File: src/rtl/muldiv_unit_pkg.sv
// Shared definitions for the iterative multiply/divide unit:
// operation encodings, FSM state type and default operand width.
package muldiv_unit_pkg;

   localparam int XLEN_DEF = 32;

   localparam logic [1:0] OP_MUL   = 2'b00;
   localparam logic [1:0] OP_MULHU = 2'b01;
   localparam logic [1:0] OP_DIVU  = 2'b10;
   localparam logic [1:0] OP_REMU  = 2'b11;

   typedef enum logic [1:0] {
      ST_IDLE = 2'b00,
      ST_RUN  = 2'b01,
      ST_DONE = 2'b10
   } state_e;

endpackage : muldiv_unit_pkg

File: src/rtl/muldiv_unit_if.sv
// Request/response bundle between the execute stage (master) and the
// multiply/divide unit (slave).
interface muldiv_unit_if
   import muldiv_unit_pkg::*;
#(
   parameter int XLEN = XLEN_DEF
) ();

   logic            start;
   logic [1:0]      op;
   logic [XLEN-1:0] in_a;
   logic [XLEN-1:0] in_b;
   logic            kill;
   logic            busy;
   logic            done;
   logic [XLEN-1:0] result;
   logic            div_zero;

   modport master (
      output start, op, in_a, in_b, kill,
      input  busy, done, result, div_zero
   );

   modport slave (
      input  start, op, in_a, in_b, kill,
      output busy, done, result, div_zero
   );

endinterface : muldiv_unit_if

File: src/rtl/muldiv_unit.sv
// Iterative unsigned multiply (radix-2 shift-add) and restoring divide,
// one bit per cycle, sharing a single 2*XLEN accumulator and counter.
module muldiv_unit
   import muldiv_unit_pkg::*;
#(
   parameter int XLEN = XLEN_DEF,
   parameter int ITER = XLEN
) (
   input  logic          clk,
   input  logic          rst_n,
   muldiv_unit_if.slave  bus
);

   localparam int             CW       = (ITER > 1) ? $clog2(ITER) : 1;
   localparam logic [CW-1:0]  LAST_CNT = CW'(ITER - 1);
   localparam logic [CW-1:0]  CNT_ONE  = CW'(1);

   state_e            state_r;
   logic [1:0]        op_r;
   logic [XLEN-1:0]   a_r;
   logic [XLEN-1:0]   b_r;
   logic [2*XLEN-1:0] acc_r;
   logic [CW-1:0]     cnt_r;
   logic              busy_r;
   logic              done_r;
   logic              div_zero_r;
   logic [XLEN-1:0]   result_r;

   logic [XLEN:0]     mul_sum_s;
   logic [2*XLEN-1:0] mul_next_s;
   logic [CW-1:0]     div_idx_s;
   logic [XLEN:0]     div_trial_s;
   logic [XLEN-1:0]   div_diff_s;
   logic [2*XLEN-1:0] div_next_s;
   logic [2*XLEN-1:0] acc_next_s;
   logic [XLEN-1:0]   result_next_s;

   // Next accumulator value for one multiply or divide step, and the result it yields.
   always_comb begin
      mul_sum_s     = {1'b0, acc_r[2*XLEN-1:XLEN]};
      mul_next_s    = {2*XLEN{1'b0}};
      div_idx_s     = LAST_CNT - cnt_r;
      div_trial_s   = {acc_r[2*XLEN-1:XLEN], a_r[div_idx_s]};
      div_diff_s    = div_trial_s[XLEN-1:0] - b_r;
      div_next_s    = {2*XLEN{1'b0}};
      acc_next_s    = {2*XLEN{1'b0}};
      result_next_s = {XLEN{1'b0}};

      // Multiplier bits are consumed LSB first; the product shifts right into the low half.
      if (b_r[cnt_r]) begin
         mul_sum_s = {1'b0, acc_r[2*XLEN-1:XLEN]} + {1'b0, a_r};
      end else begin
         mul_sum_s = {1'b0, acc_r[2*XLEN-1:XLEN]};
      end
      mul_next_s = {mul_sum_s, acc_r[XLEN-1:1]};

      // Partial remainder lives in the high half, quotient bits shift into the low half.
      if (div_trial_s >= {1'b0, b_r}) begin
         div_next_s = {div_diff_s, acc_r[XLEN-2:0], 1'b1};
      end else begin
         div_next_s = {div_trial_s[XLEN-1:0], acc_r[XLEN-2:0], 1'b0};
      end

      if (op_r[1]) begin
         acc_next_s = div_next_s;
      end else begin
         acc_next_s = mul_next_s;
      end

      case (op_r)
         OP_MUL:   result_next_s = acc_next_s[XLEN-1:0];
         OP_MULHU: result_next_s = acc_next_s[2*XLEN-1:XLEN];
         OP_DIVU:  result_next_s = acc_next_s[XLEN-1:0];
         OP_REMU:  result_next_s = acc_next_s[2*XLEN-1:XLEN];
         default:  result_next_s = {XLEN{1'b0}};
      endcase
   end

   // Control FSM, operand latches, accumulator and registered outputs.
   always_ff @(posedge clk or negedge rst_n) begin
      if (!rst_n) begin
         state_r    <= ST_IDLE;
         op_r       <= OP_MUL;
         a_r        <= {XLEN{1'b0}};
         b_r        <= {XLEN{1'b0}};
         acc_r      <= {2*XLEN{1'b0}};
         cnt_r      <= {CW{1'b0}};
         busy_r     <= 1'b0;
         done_r     <= 1'b0;
         div_zero_r <= 1'b0;
         result_r   <= {XLEN{1'b0}};
      end else begin
         done_r     <= 1'b0;
         div_zero_r <= 1'b0;
         case (state_r)
            ST_IDLE: begin
               if (bus.start) begin
                  op_r   <= bus.op;
                  a_r    <= bus.in_a;
                  b_r    <= bus.in_b;
                  acc_r  <= {2*XLEN{1'b0}};
                  cnt_r  <= {CW{1'b0}};
                  busy_r <= 1'b1;
                  // Divide by zero skips iteration: DIVU gives all ones, REMU gives the dividend.
                  if (bus.op[1] && (bus.in_b == {XLEN{1'b0}})) begin
                     state_r    <= ST_DONE;
                     done_r     <= 1'b1;
                     div_zero_r <= 1'b1;
                     result_r   <= bus.op[0] ? bus.in_a : {XLEN{1'b1}};
                  end else begin
                     state_r <= ST_RUN;
                  end
               end else begin
                  state_r <= ST_IDLE;
                  busy_r  <= 1'b0;
               end
            end
            ST_RUN: begin
               if (bus.kill) begin
                  state_r <= ST_IDLE;
                  busy_r  <= 1'b0;
               end else begin
                  acc_r <= acc_next_s;
                  cnt_r <= cnt_r + CNT_ONE;
                  if (cnt_r == LAST_CNT) begin
                     state_r  <= ST_DONE;
                     done_r   <= 1'b1;
                     result_r <= result_next_s;
                  end else begin
                     state_r <= ST_RUN;
                  end
               end
            end
            ST_DONE: begin
               state_r <= ST_IDLE;
               busy_r  <= 1'b0;
            end
            default: begin
               state_r <= ST_IDLE;
               busy_r  <= 1'b0;
            end
         endcase
      end
   end

   assign bus.busy     = busy_r;
   assign bus.done     = done_r;
   assign bus.div_zero = div_zero_r;
   assign bus.result   = result_r;

endmodule : muldiv_unit

File: src/flat_wrapper.sv
// flat-port wrapper written by rule: the top's interface ports become plain ports
module muldiv_unit_flat import muldiv_unit_pkg::*;
#(
   parameter int XLEN = XLEN_DEF,
   parameter int ITER = XLEN
)
  (clk, rst_n, bus_start, bus_op, bus_in_a, bus_in_b, bus_kill, bus_busy, bus_done, bus_result, bus_div_zero);
  muldiv_unit_if #(.XLEN(XLEN)) bus_i ();
  input  logic clk;
  input  logic rst_n;
  input wire logic [$bits(bus_i.start)-1:0] bus_start;
  input wire logic [$bits(bus_i.op)-1:0] bus_op;
  input wire logic [$bits(bus_i.in_a)-1:0] bus_in_a;
  input wire logic [$bits(bus_i.in_b)-1:0] bus_in_b;
  input wire logic [$bits(bus_i.kill)-1:0] bus_kill;
  output wire logic [$bits(bus_i.busy)-1:0] bus_busy;
  output wire logic [$bits(bus_i.done)-1:0] bus_done;
  output wire logic [$bits(bus_i.result)-1:0] bus_result;
  output wire logic [$bits(bus_i.div_zero)-1:0] bus_div_zero;
  assign bus_i.start = bus_start;
  assign bus_i.op = bus_op;
  assign bus_i.in_a = bus_in_a;
  assign bus_i.in_b = bus_in_b;
  assign bus_i.kill = bus_kill;
  assign bus_busy = bus_i.busy;
  assign bus_done = bus_i.done;
  assign bus_result = bus_i.result;
  assign bus_div_zero = bus_i.div_zero;
  muldiv_unit #(.XLEN(XLEN), .ITER(ITER)) u_core (.clk(clk), .rst_n(rst_n), .bus(bus_i));
endmodule
File: config.mk
export PLATFORM = sky130hd
export DESIGN_NAME = muldiv_unit_flat
export DESIGN_NICKNAME = d
export VERILOG_FILES = /design/src/rtl/muldiv_unit_pkg.sv /design/src/rtl/muldiv_unit_if.sv /design/src/rtl/muldiv_unit.sv /design/src/flat_wrapper.sv
export SDC_FILE = /design/constraint.sdc
export NUM_CORES = 1
export LEC_CHECK = 0
export ABC_AREA = 1
export CAP_MARGIN = 20
export CORE_MARGIN = 1
export CORE_UTILIZATION = 33
export DETAILED_ROUTE_END_ITERATION = 8
export GPL_ROUTABILITY_DRIVEN = 0
export PLACE_DENSITY = 0.57
export SLEW_MARGIN = 20
export SYNTH_ARGS = -nofsm -noshare
export SYNTH_HDL_FRONTEND = slang
export SYNTH_SLANG_ARGS = --single-unit
File: constraint.sdc
create_clock -name clk -period 5.9 [get_ports clk]
set_clock_uncertainty 0.15 [all_clocks]
set_input_delay 0.885 -clock clk [delete_from_list [all_inputs] [get_ports clk]]
set_output_delay 0.885 -clock clk [all_outputs]
set_load 0.05 [all_outputs]
# After elaboration in Yosys (flattened, before gate mapping)
# Index checks and enable logic that the tools add are counted.
# classes
n_addsub,4
n_lt_le_gt_ge,3
n_eq_ne,10
mux,34
n_reduce_logical,10
# ops
cell,n
64-bit two-way mux,4
32-bit two-way mux,5
32-bit one-hot mux with 2 select lines,2
64-bit one-hot mux with 2 select lines,1
32-bit by 32-bit adder with 33-bit output,1
33-bit by 32-bit greater-or-equal comparator with 1-bit output,1
33-bit two-way mux,1
32-bit logical NOT,1
32-bit subtractor,1
"5-bit by 6-bit less-than comparator with 1-bit output, second input constant",2
1-bit binary-select mux with 5-bit select,2
5-bit two-way mux,2
5-bit one-hot mux with 2 select lines,1
1-bit two-way mux,9
2-bit two-way mux,4
"2-bit inequality test, second input constant",3
"5-bit by 1-bit adder with 5-bit output, second input constant",1
"5-bit equality test, second input constant",1
5-bit AND reduction,1
"5-bit subtractor, first input constant",1
"2-bit by 1-bit equality test with 1-bit output, second input constant",2
"2-bit equality test, second input constant",2
2-bit logical NOT,2
"2-bit by 1-bit inequality test with 1-bit output, second input constant",2
7 further kinds,9
# word_totals
reg_bits,172
output_inout_bits,35
elab_cells,71

# Depth between registers and ports, before layout
# Gate-level depths: netlist (run 1).
# logic_depth
word_depth,10
ltp_mapped,29
depth_no_buf,26

# Least setup slack after synthesis (run 1)
# No wires, ideal clock.
# synth_path
path_kind,register -> register
start,reg u_core.cnt_r[0]
end,"reg u_core.result_r[20], in the netlist u_core.bus.result[20]"
setup_time_ns,0.077
arrival_time_ns,2.965
required_time_ns,5.673
slack_ns,2.707
stages_incl_launch_ff,29
path_buffers,3
cell_sequence,dfrtp_1 buf_4 buf_2 buf_2 o21ai_0 o22ai_1 nand2_1 nand3_1 nand3_1 nand2_1 inv_1 ha_1 inv_1 fa_1 nand3_1 nand3_1 nand2_1 nand2_1 nand2_1 nand2_1 nand2_1 nand2_1 nand2_1 nand3_1 nand2_1 nand2_1 nand3_1 nand2_1 a21oi_1
# synth_between
elab_chain_len,10
elab_cells_between_ends,17
classes_between,add/sub (2); order compare (1); eq/ne (2); mux (11); reduce/logical (1)
# synth_lines
element,line_no,source
start: declaration,muldiv_unit.sv:23,logic [CW-1:0] cnt_r;
start signal: assignment,muldiv_unit.sv:87,cnt_r <= {CW{1'b0}};
start signal: assignment,muldiv_unit.sv:102,cnt_r <= {CW{1'b0}};
start signal: assignment,muldiv_unit.sv:124,cnt_r <= cnt_r + CNT_ONE;
5-bit subtractor,muldiv_unit.sv:42,div_idx_s = LAST_CNT - cnt_r;
1-bit binary-select mux with 5-bit select,muldiv_unit.sv:43,"div_trial_s = {acc_r[2*XLEN-1:XLEN], a_r[div_idx_s]};"
1-bit two-way mux (not written as such),muldiv_unit.sv:43,
32-bit subtractor or 33-bit by 32-bit greater-or-equal comparator with 1-bit output (tied branches),"muldiv_unit.sv:44, muldiv_unit.sv:58",
64-bit two-way mux,muldiv_unit.sv:58,"if (div_trial_s >= {1'b0, b_r}) begin"
64-bit two-way mux,muldiv_unit.sv:64,if (op_r[1]) begin
32-bit one-hot mux with 2 select lines,muldiv_unit.sv:70,case (op_r)
32-bit two-way mux,muldiv_unit.sv:125,if (cnt_r == LAST_CNT) begin
32-bit two-way mux,muldiv_unit.sv:119,if (bus.kill) begin
32-bit one-hot mux with 2 select lines,muldiv_unit.sv:95,case (state_r)
end signal: assignment,muldiv_unit.sv:91,result_r <= {XLEN{1'b0}};
end signal: assignment,muldiv_unit.sv:109,result_r <= bus.op[0] ? bus.in_a : {XLEN{1'b1}};
end signal: assignment,muldiv_unit.sv:128,result_r <= result_next_s;
end: declaration,muldiv_unit.sv:27,logic [XLEN-1:0] result_r;
# Parallel ways exist; a longest one is shown, timed or not. The select of a mux whose other input is x is not followed.
# A chain may end at the register's enable or synchronous reset.

# Worst setup path after layout (run 1)
# layout_path
start,reg u_core.cnt_r[1]
end,"reg u_core.result_r[20], in the netlist u_core.bus.result[20]"
# Same word-level chain as after synthesis.

==> results of run 1 <==
worst max-delay path by stage:
stage	slack (ns)	end	from
floorplan	2.71	u_core.bus.result[20]$_DFFE_PN0P_	u_core.cnt_r[0]$_DFFE_PN0P_
global placement	1.69	u_core.bus.result[12]$_DFFE_PN0P_	bus_in_b[29]
detailed placement	1.91	u_core.bus.result[20]$_DFFE_PN0P_	u_core.cnt_r[1]$_DFFE_PN0P_
CTS	1.91	u_core.bus.result[20]$_DFFE_PN0P_	u_core.cnt_r[1]$_DFFE_PN0P_
global route	1.44	u_core.bus.result[30]$_DFFE_PN0P_	u_core.cnt_r[0]$_DFFE_PN0P_
finish	1.78	u_core.bus.result[20]$_DFFE_PN0P_	u_core.cnt_r[1]$_DFFE_PN0P_
Yosys cell counts (3+ instances only):
cell	number
a21o_1	3
a21oi_1	94
a21oi_2	5
a22o_1	3
buf_1	5
buf_2	12
buf_4	4
buf_6	6
clkbuf_1	61
dfrtp_1	171
ha_1	67
inv_1	358
inv_2	6
nand2_1	761
nand2_2	6
nand3_1	234
nand3_2	3
nand3b_1	3
nand4_1	20
nor2_1	169
nor2_2	5
nor3_1	14
nor4_1	13
o21a_1	35
o21ai_0	189
o21bai_1	8
o22ai_1	18
xnor2_1	19
xor2_1	3
power breakdown:
| group | total (uW) | leakage (uW) | internal (uW) | switching (uW) |
|---|---|---|---|---|
| clock | 1150 | 0.000259 | 625 | 525 |
| sequential | 1800 | 0.00223 | 1420 | 377 |
| combinational | 5000 | 0.00615 | 1560 | 3440 |
metal layers:
| layer | share of wire (%) | up-vias | global-route usage (%) | wire length, um |
|---|---|---|---|---|
| met2 | 43 | 604 | 39.50 | 23910 |
| met5 | 0 | - | 0 | 0 |
| met3 | 7.2 | 88 | 3.516 | 3995 |
| met4 | 3.8 | 0 | 10.07 | 2109 |
| met1 | 46 | 7171 | 35.78 | 25140 |
| li1 | - | 7451 | - | - |
worst reg2reg max path: cells and delay by family (launching register included):
family | cells | cell delay (ns)
and+or+nand+nor | 18 | 1.83
DFF | 1 | 0.73
adders and majority gates | 2 | 0.59
AOI/OAI and AO/OA | 3 | 0.39
buffers and inverters | 3 | 0.38
registers in the layout (all words and copies together) (netlist names):
signal and cells:
u_core.a_r 32, u_core.acc_r 64, u_core.b_r 32, u_core.bus.busy 1
u_core.bus.div_zero 1, u_core.bus.done 1, u_core.bus.result 32, u_core.cnt_r 5
u_core.op_r 2, u_core.state_r 1
through the flow:
stage / utilization (%) / cells / setup WS [ns] / hold slack [ns]
after floorplan: - / 2316 / 2.707 / 0.2979
after global placement: 37.33 / 2923 / 1.692 / 0.3178
after detailed placement: 37.35 / 2923 / 1.906 / 0.3302
after CTS: 38.70 / 2954 / 1.909 / 0.2173
after global routing: 38.70 / 2954 / 1.438 / 0.2330
final: 38.70 / 2954 / 1.783 / 0.2174
final cells by class:
type / count / area, um^2 / area share, %
clock buffers: 19 / 432.9 / 2.643
flip-flops and latches: 171 / 4280 / 26.13
clock inverters: 12 / 140.1 / 0.8556
repair buffers: 119 / 1167 / 7.128
inverters: 365 / 1370 / 8.365
multi-input cells: 1691 / 8265 / 50.47
well taps: 577 / 721.9 / 4.408
cells by family (layout without fill, tap and decap cells):
kind of cell | after synthesis | after routing
XOR/XNOR | 22 | 22
AO/OA/AOI/OAI | 363 | 363
multiplexers | 1 | 1
AND/OR/NAND/NOR | 1236 | 1236
buffers and inverters | 454 | 515
adder cells (fa/ha/maj) | 69 | 69
flip-flops | 171 | 171
==> qor_table.md, run 1 <==
| Item | Value | Unit |
|---|---|---|
| Outcome | completed | - |
| Flip-flop and latch count after synthesis | 171 | - |
| Syn. warnings | 0 | - |
| Fraction of the cycle the final worst path needs | 69.77 | % |
| Minimum setup slack among reg-to-reg paths | 1.78 | ns |
| Kind of cell adding the most delay to the critical path | simple AND/OR/NAND/NOR gates | - |
| Post-detail-place hpwl | 42730 | um |
| Total setup buffers inserted after CTS | 0 | - |
| Die Footprint | 44220 | um^2 |
| Max Transition Viols Final | 0 | - |
| I/O Buffers | 104 | - |
| Leading post-synthesis cells by cell area | dfrtp_1, nand2_1, inv_1 | - |
| Cell area after synthesis | 14320 | um^2 |
| Sinks on the clock net | 171 | - |
| Post-layout total power | 7949 | uW |
| Time the worst path needs with I/O delays and setup | 4.117 | ns |
| Depth of the CTS H-tree | 4 | - |
| Worst slew margin relative to its limit | 30.63 | % |
| Post-synthesis adder-cell area fraction | 6.135 | % |
| Synth Flop Type | dfrtp_1 | - |
| Synthesized Nets | 2455 | - |
| Clock root buffer | clkbuf_16 | - |
| Main combinational cell family by area after synthesis | simple AND/OR/NAND/NOR gates | - |
| Portion of synthesized cell area occupied by the leading cell type | 29.89 | % |
| Number of top-level design ports | 105 | - |
| Worst-case clock buffer depth | 2 | - |
| Drt via density | 5.184 | - |
| Fraction of layout cells with a size suffix above 1 | 3.534 | % |
| Cell taking the most area after synthesis | dfrtp_1 | - |
| Largest stage delay, worst path | 0.73 | ns |
| Share of flip-flops with an asynchronous set or reset | 100.0 | % |
| Post-route DRC violation count | 0 | - |
| RR Startpoint | u_core.cnt_r[1]$_DFFE_PN0P_ | - |
| Initial cell density of the core | 33.83 | % |
| CTS tree | yes | - |
| Number of routed nets with antenna violations | 0 | - |
| PwrDens | 485.3 | nW/um^2 |
| Worst path depth | 26 | - |
| Row cnt | 75 | - |
| Kind of launch point of the worst setup path | flop | - |
| Most used cell along the critical path | nand2_1 | - |
| End of the worst register-to-register path | u_core.bus.result[20]$_DFFE_PN0P_ | - |
| Area after DPL | 15810 | um^2 |
| Vias in the first global route | 14.59k | - |
| Post-synthesis compound-gate area fraction | 14.01 | % |
| Number of fill cells | 4590 | - |
| Critical path start-end classification | reg2reg | - |
| GRT Overall Usage | 25.51 | % |
| Total Negative Setup Slacks | 0 | ns |
| Average cell area after synthesis | 6.182 | um^2 |
| Cell depth of the worst flop-to-flop path | 26 | - |
| Number of distinct library cell variants in the gate-level netlist after synthesis | 44 | - |
| Layout net count | 2504 | - |
| Worst voltage drop across the vdd grid | 0.0002764 | V |
| TritonRoute pass-1 iters | 6 | - |
| Post-synth EDFFs | 0 | - |
| Clock slew at the register clock pins of the worst setup and hold paths | 0.08 | ns |
| Final number of setup-violating endpoints | 0 | - |
| Endpoint arrival time on the critical path | 4.36 | ns |
| Area added between synthesis and finish | 14.39 | % |
| Diode count | 0 | - |
| Detailed-route wire length | 55150 | um |
| Starting DRC count in detailed routing | 1517 | - |
| Crit path buf inv count | 3 | - |
| Die width | 210.3 | um |
| Required time of the critical path | 6.14 | ns |
| Via count | 15.31k | - |
| Commonest cells after routing, fill and taps aside | nand2_1, inv_1, nand3_1 | - |
| Vertical extent of the die | 210.3 | um |
| Crit Path Max Fanout | 12 | - |
| Peak Freq | 242.9 | MHz |
| Pin count of the biggest net entering global routing | 128 | - |
| Simple-gate area share of the yosys netlist | 36.05 | % |
| P_leak | 0.008648 | uW |
| Wire length per cell | 18.67 | um |
| Worst hold path type | in2async | - |
| Number of antenna violations at the first check in global routing | 0 | - |
| Sequential fraction of the synthesis area | 29.89 | % |
| Insertion delay of the later-clocked pin in the worst-skew pair | 0.46 | ns |
| Number of hold-slack violations in the final timing report | 0 | - |
| Inserted Clock Buffers | 17 | - |
| Least-Margin Pin Slew | 1.040 | ns |
| Area inside the core boundary | 42320 | um^2 |
| Wire length of the first global-routing pass | 86190 | um |
| Total of cells resized after clock tree synthesis | 0 | - |
| Portion of netlist area occupied by mux cells | 0.06991 | % |
| Count of hold-fix buffers inserted at cts | 0 | - |
| Unrepaired setup endpoints after global routing | false | - |
| Commonest non-fill, non-tap cell in the layout | nand2_1 | - |
| Final design instance area without fill | 16380 | um^2 |
| Total global routing overflow | 0 | - |
| Max cap viols | 0 | - |
| Slowest cell on crit path | dfrtp_1 | - |
| Share of the synthesized netlist area taken by xor and xnor gates | 1.346 | % |
| Number of instances in the synthesized netlist | 2316 | - |
| Critical Path End Type | flop | - |
Note: power is estimated with default switching activity, not from simulation.
==> run 2: changes to the inputs <==
Clock period 5.9 ns to 4.2 ns, I/O delays scaled along.
==> run 2 against run 1 <==
First-iteration DRC count shrank 3.3%; critical path type unchanged; core utilization grew 0.41 points; fmax grew 8.8%; die area is the same; non-clock buffer count grew 11; sequential power grew 41%; worst hold slack lost 0.16 ns; register-to-register slack lost 1.4 ns.
==> qor_table.md, run 2 (synthesis gave the netlist of run 1 again) <==
| Item | Value | Unit | Delta |
|---|---|---|---|
| Outcome | completed | - |  |
| Commonest cells after routing, fill and taps aside | nand2_1, inv_1, nand3_1 | - |  |
| Die Footprint | 44220 | um^2 | unchanged |
| Post-route DRC violation count | 0 | - | unchanged |
| Worst-case clock buffer depth | 2 | - | unchanged |
| Initial cell density of the core | 33.83 | % | unchanged |
| Clock root buffer | clkbuf_16 | - |  |
| Fraction of layout cells with a size suffix above 1 | 4.102 | % | +0.57 points |
| Number of top-level design ports | 105 | - | unchanged |
| P_leak | 0.008755 | uW | +1.2% |
| Reg with most FFs | u_core.acc_r | - |  |
| Met2 usage | 40.27 | % | +0.78 points |
| Peak Freq | 264.4 | MHz | +8.8% |
| Met1 global-route usage | 35.59 | % | -0.19 points |
| Max FFs per register | 64 | - | unchanged |
| Inserted Clock Buffers | 17 | - | unchanged |
| Worst hold path type | in2async | - |  |
| Least-Margin Pin Slew | 0.9228 | ns | -0.1176 ns |
| Pin count of the biggest net entering global routing | 101 | - | -21% |
| Drt via density | 5.179 | - | about the same |
| Worst Setup Slack post-DPL | 0.4759 | ns | -1.430 ns |
| Total global routing overflow | 0 | - | unchanged |
| TritonRoute pass-1 iters | 6 | - | unchanged |
| Wire length of the first global-routing pass | 86680 | um | +0.57% |
| Fraction of the cycle the final worst path needs | 90.06 | % | +20 points |
| Worst slew margin relative to its limit | 38.48 | % | +7.8 points |
| Total setup buffers inserted after CTS | 0 | - | unchanged |
| CTS tree | yes | - |  |
| Via count | 15.36k | - | +0.31% |
| Met3 Resource Use GR | 3.308 | % | -0.21 points |
| Number of antenna violations at the first check in global routing | 0 | - | unchanged |
| Total of cells resized after clock tree synthesis | 0 | - | unchanged |
| PnR worst setup slack | 0.4175 | ns | -1.366 ns |
| Kind of launch point of the worst setup path | flop | - |  |
| Diode count | 0 | - | unchanged |
| Area added between synthesis and finish | 15.60 | % |  |
| Max cap viols | 0 | - | unchanged |
| Total Negative Setup Slacks | 0 | ns | unchanged |
| Starting DRC count in detailed routing | 1467 | - | -3.3% |
| Count of hold-fix buffers inserted at cts | 0 | - | unchanged |
| Insertion delay of the later-clocked pin in the worst-skew pair | 0.47 | ns | about the same |
| Critical Path End Type | flop | - |  |
| Depth of the CTS H-tree | 4 | - | unchanged |
| Sinks on the clock net | 171 | - | unchanged |
| Post-detail-place hpwl | 43410 | um | +1.6% |
| Wire length per cell | 18.64 | um | -0.18% |
| Crit Path Max Fanout | 29 | - | +17 |
| Commonest non-fill, non-tap cell in the layout | nand2_1 | - |  |
| GRT Overall Usage | 25.57 | % | +0.057 points |
| Final cell count without fillers | 2966 | - | +0.41% |
| Post-layout total power | 11260 | uW | +42% |
| Endpoint arrival time on the critical path | 3.99 | ns | -0.37 ns |
| Vertical extent of the die | 210.3 | um | unchanged |
| Number of routed nets with antenna violations | 0 | - | unchanged |
| Top Usage Layer GRT | met2 | - |  |
| Layout net count | 2515 | - | +0.44% |
| Vias in the first global route | 14.84k | - | +1.7% |
| Row cnt | 75 | - | unchanged |
| I/O Buffers | 104 | - | unchanged |
| Clock slew at the register clock pins of the worst setup and hold paths | 0.08 | ns | about the same |
| Number of hold-slack violations in the final timing report | 0 | - | unchanged |
| Dpl cells | 2934 | - | +0.38% |
| Time the worst path needs with I/O delays and setup | 3.782 | ns | -0.3342 ns |
| Final number of setup-violating endpoints | 0 | - | unchanged |
| Required time of the critical path | 4.40 | ns | -1.74 ns |
| Worst voltage drop across the vdd grid | 0.0003435 | V | +24% |
| Detailed-route wire length | 55270 | um | +0.22% |
| Critical path start-end classification | reg2reg | - |  |
| Max Transition Viols Final | 0 | - | unchanged |
| Area inside the core boundary | 42320 | um^2 | unchanged |
| PwrDens | 680.4 | nW/um^2 | +40% |
| Unrepaired setup endpoints after global routing | false | - |  |
| Die width | 210.3 | um | unchanged |
## run 2: changes by cell type in the layout (fill, tap and decap cells not counted), moves of 2 or more
| cell | change |
|---|---|
| buf_4 | +7 |
| buf_12 | +4 |
| clkinv_2 | +3 |
| clkbuf_1 | -2 |
| clkinvlp_4 | -4 |
| clkbuf_8 | +2 |
## run 2: area by class of cell
class | instances | area [um^2]
Multi-Input combinational cell | 1691 | 8260
Clock inverter | 13 | 163.9
Sequential cell | 171 | 4282
Timing Repair Buffer | 130 | 1300
Fill cell | 4589 | 25770
Clock buffer | 19 | 452.9
Inverter | 365 | 1370
Tap cell | 577 | 721.9
## run 2: worst max-delay path: stages (launching register included)
cell,delay (ns)
dfrtp_1,0.47
buf_12,0.21
buf_4,0.18
o21ai_0,0.17
o22ai_1,0.09
nand2_1,0.06
nand3_1,0.06
nand3_1,0.08
nand2_1,0.08
inv_1,0.08
ha_1,0.14
inv_1,0.05
fa_1,0.42
nand3_1,0.09
nand3_1,0.12
nand2_1,0.09
nand2_1,0.11
nand2_1,0.09
nand2_1,0.11
xnor2_1,0.22
nand3_1,0.12
nand3_1,0.20
nand2_1,0.09
nand2_1,0.10
a21oi_1,0.06
## run 2: where the power goes
group	internal [uW]	total [uW]	leakage [uW]	switching, uW
logic	2250	7020	0.00622	4770
registers	1990	2540	0.00223	547
clock network	971	1700	0.000300	729
total	5210	11300	0.00875	6050
## run 2: metrics by stage
step / hold slack [ns] / area, um^2 / util [%]
after floorplan: 0.1844 / 14320 / -
after global placement: 0.3249 / 15930 / 37.65
after detailed placement: 0.3197 / 15930 / 37.65
after global routing: 0.09638 / 16550 / 39.11
after CTS: 0.07942 / 16550 / 39.10
final: 0.05298 / 16550 / 39.11
## run 2: worst paths after layout
check	slack [ns]	endpoint	start	depth (start not counted)
min in group clk	0.34	u_core.bus.busy$_DFFE_PN0P_	u_core.bus.busy$_DFFE_PN0P_	2
max in group asynchronous	2.88	u_core.op_r[1]$_DFFE_PN0P_	rst_n	2
setup / recovery	0.42	u_core.bus.result[12]$_DFFE_PN0P_	u_core.cnt_r[0]$_DFFE_PN0P_	24
hold reg to reg	0.34	u_core.bus.busy$_DFFE_PN0P_	u_core.bus.busy$_DFFE_PN0P_	2
setup reg to reg	0.42	u_core.bus.result[12]$_DFFE_PN0P_	u_core.cnt_r[0]$_DFFE_PN0P_	24
hold / removal	0.05	u_core.acc_r[26]$_DFFE_PN0P_	rst_n	1
## run 2: routing by layer
| layer | share of wire (%) | wire [um] |
|---|---|---|
| met4 | 3.6 | 1970 |
| met1 | 45 | 24740 |
| met2 | 44 | 24360 |
| met3 | 7.6 | 4204 |
| met5 | 0 | 0 |
==> run 3: changes to the inputs <==
Settings changed: TNS_END_PERCENT set to 100.
==> results of run 3 <==
The final DEF is identical to that of run 2; final timing and power are the same.
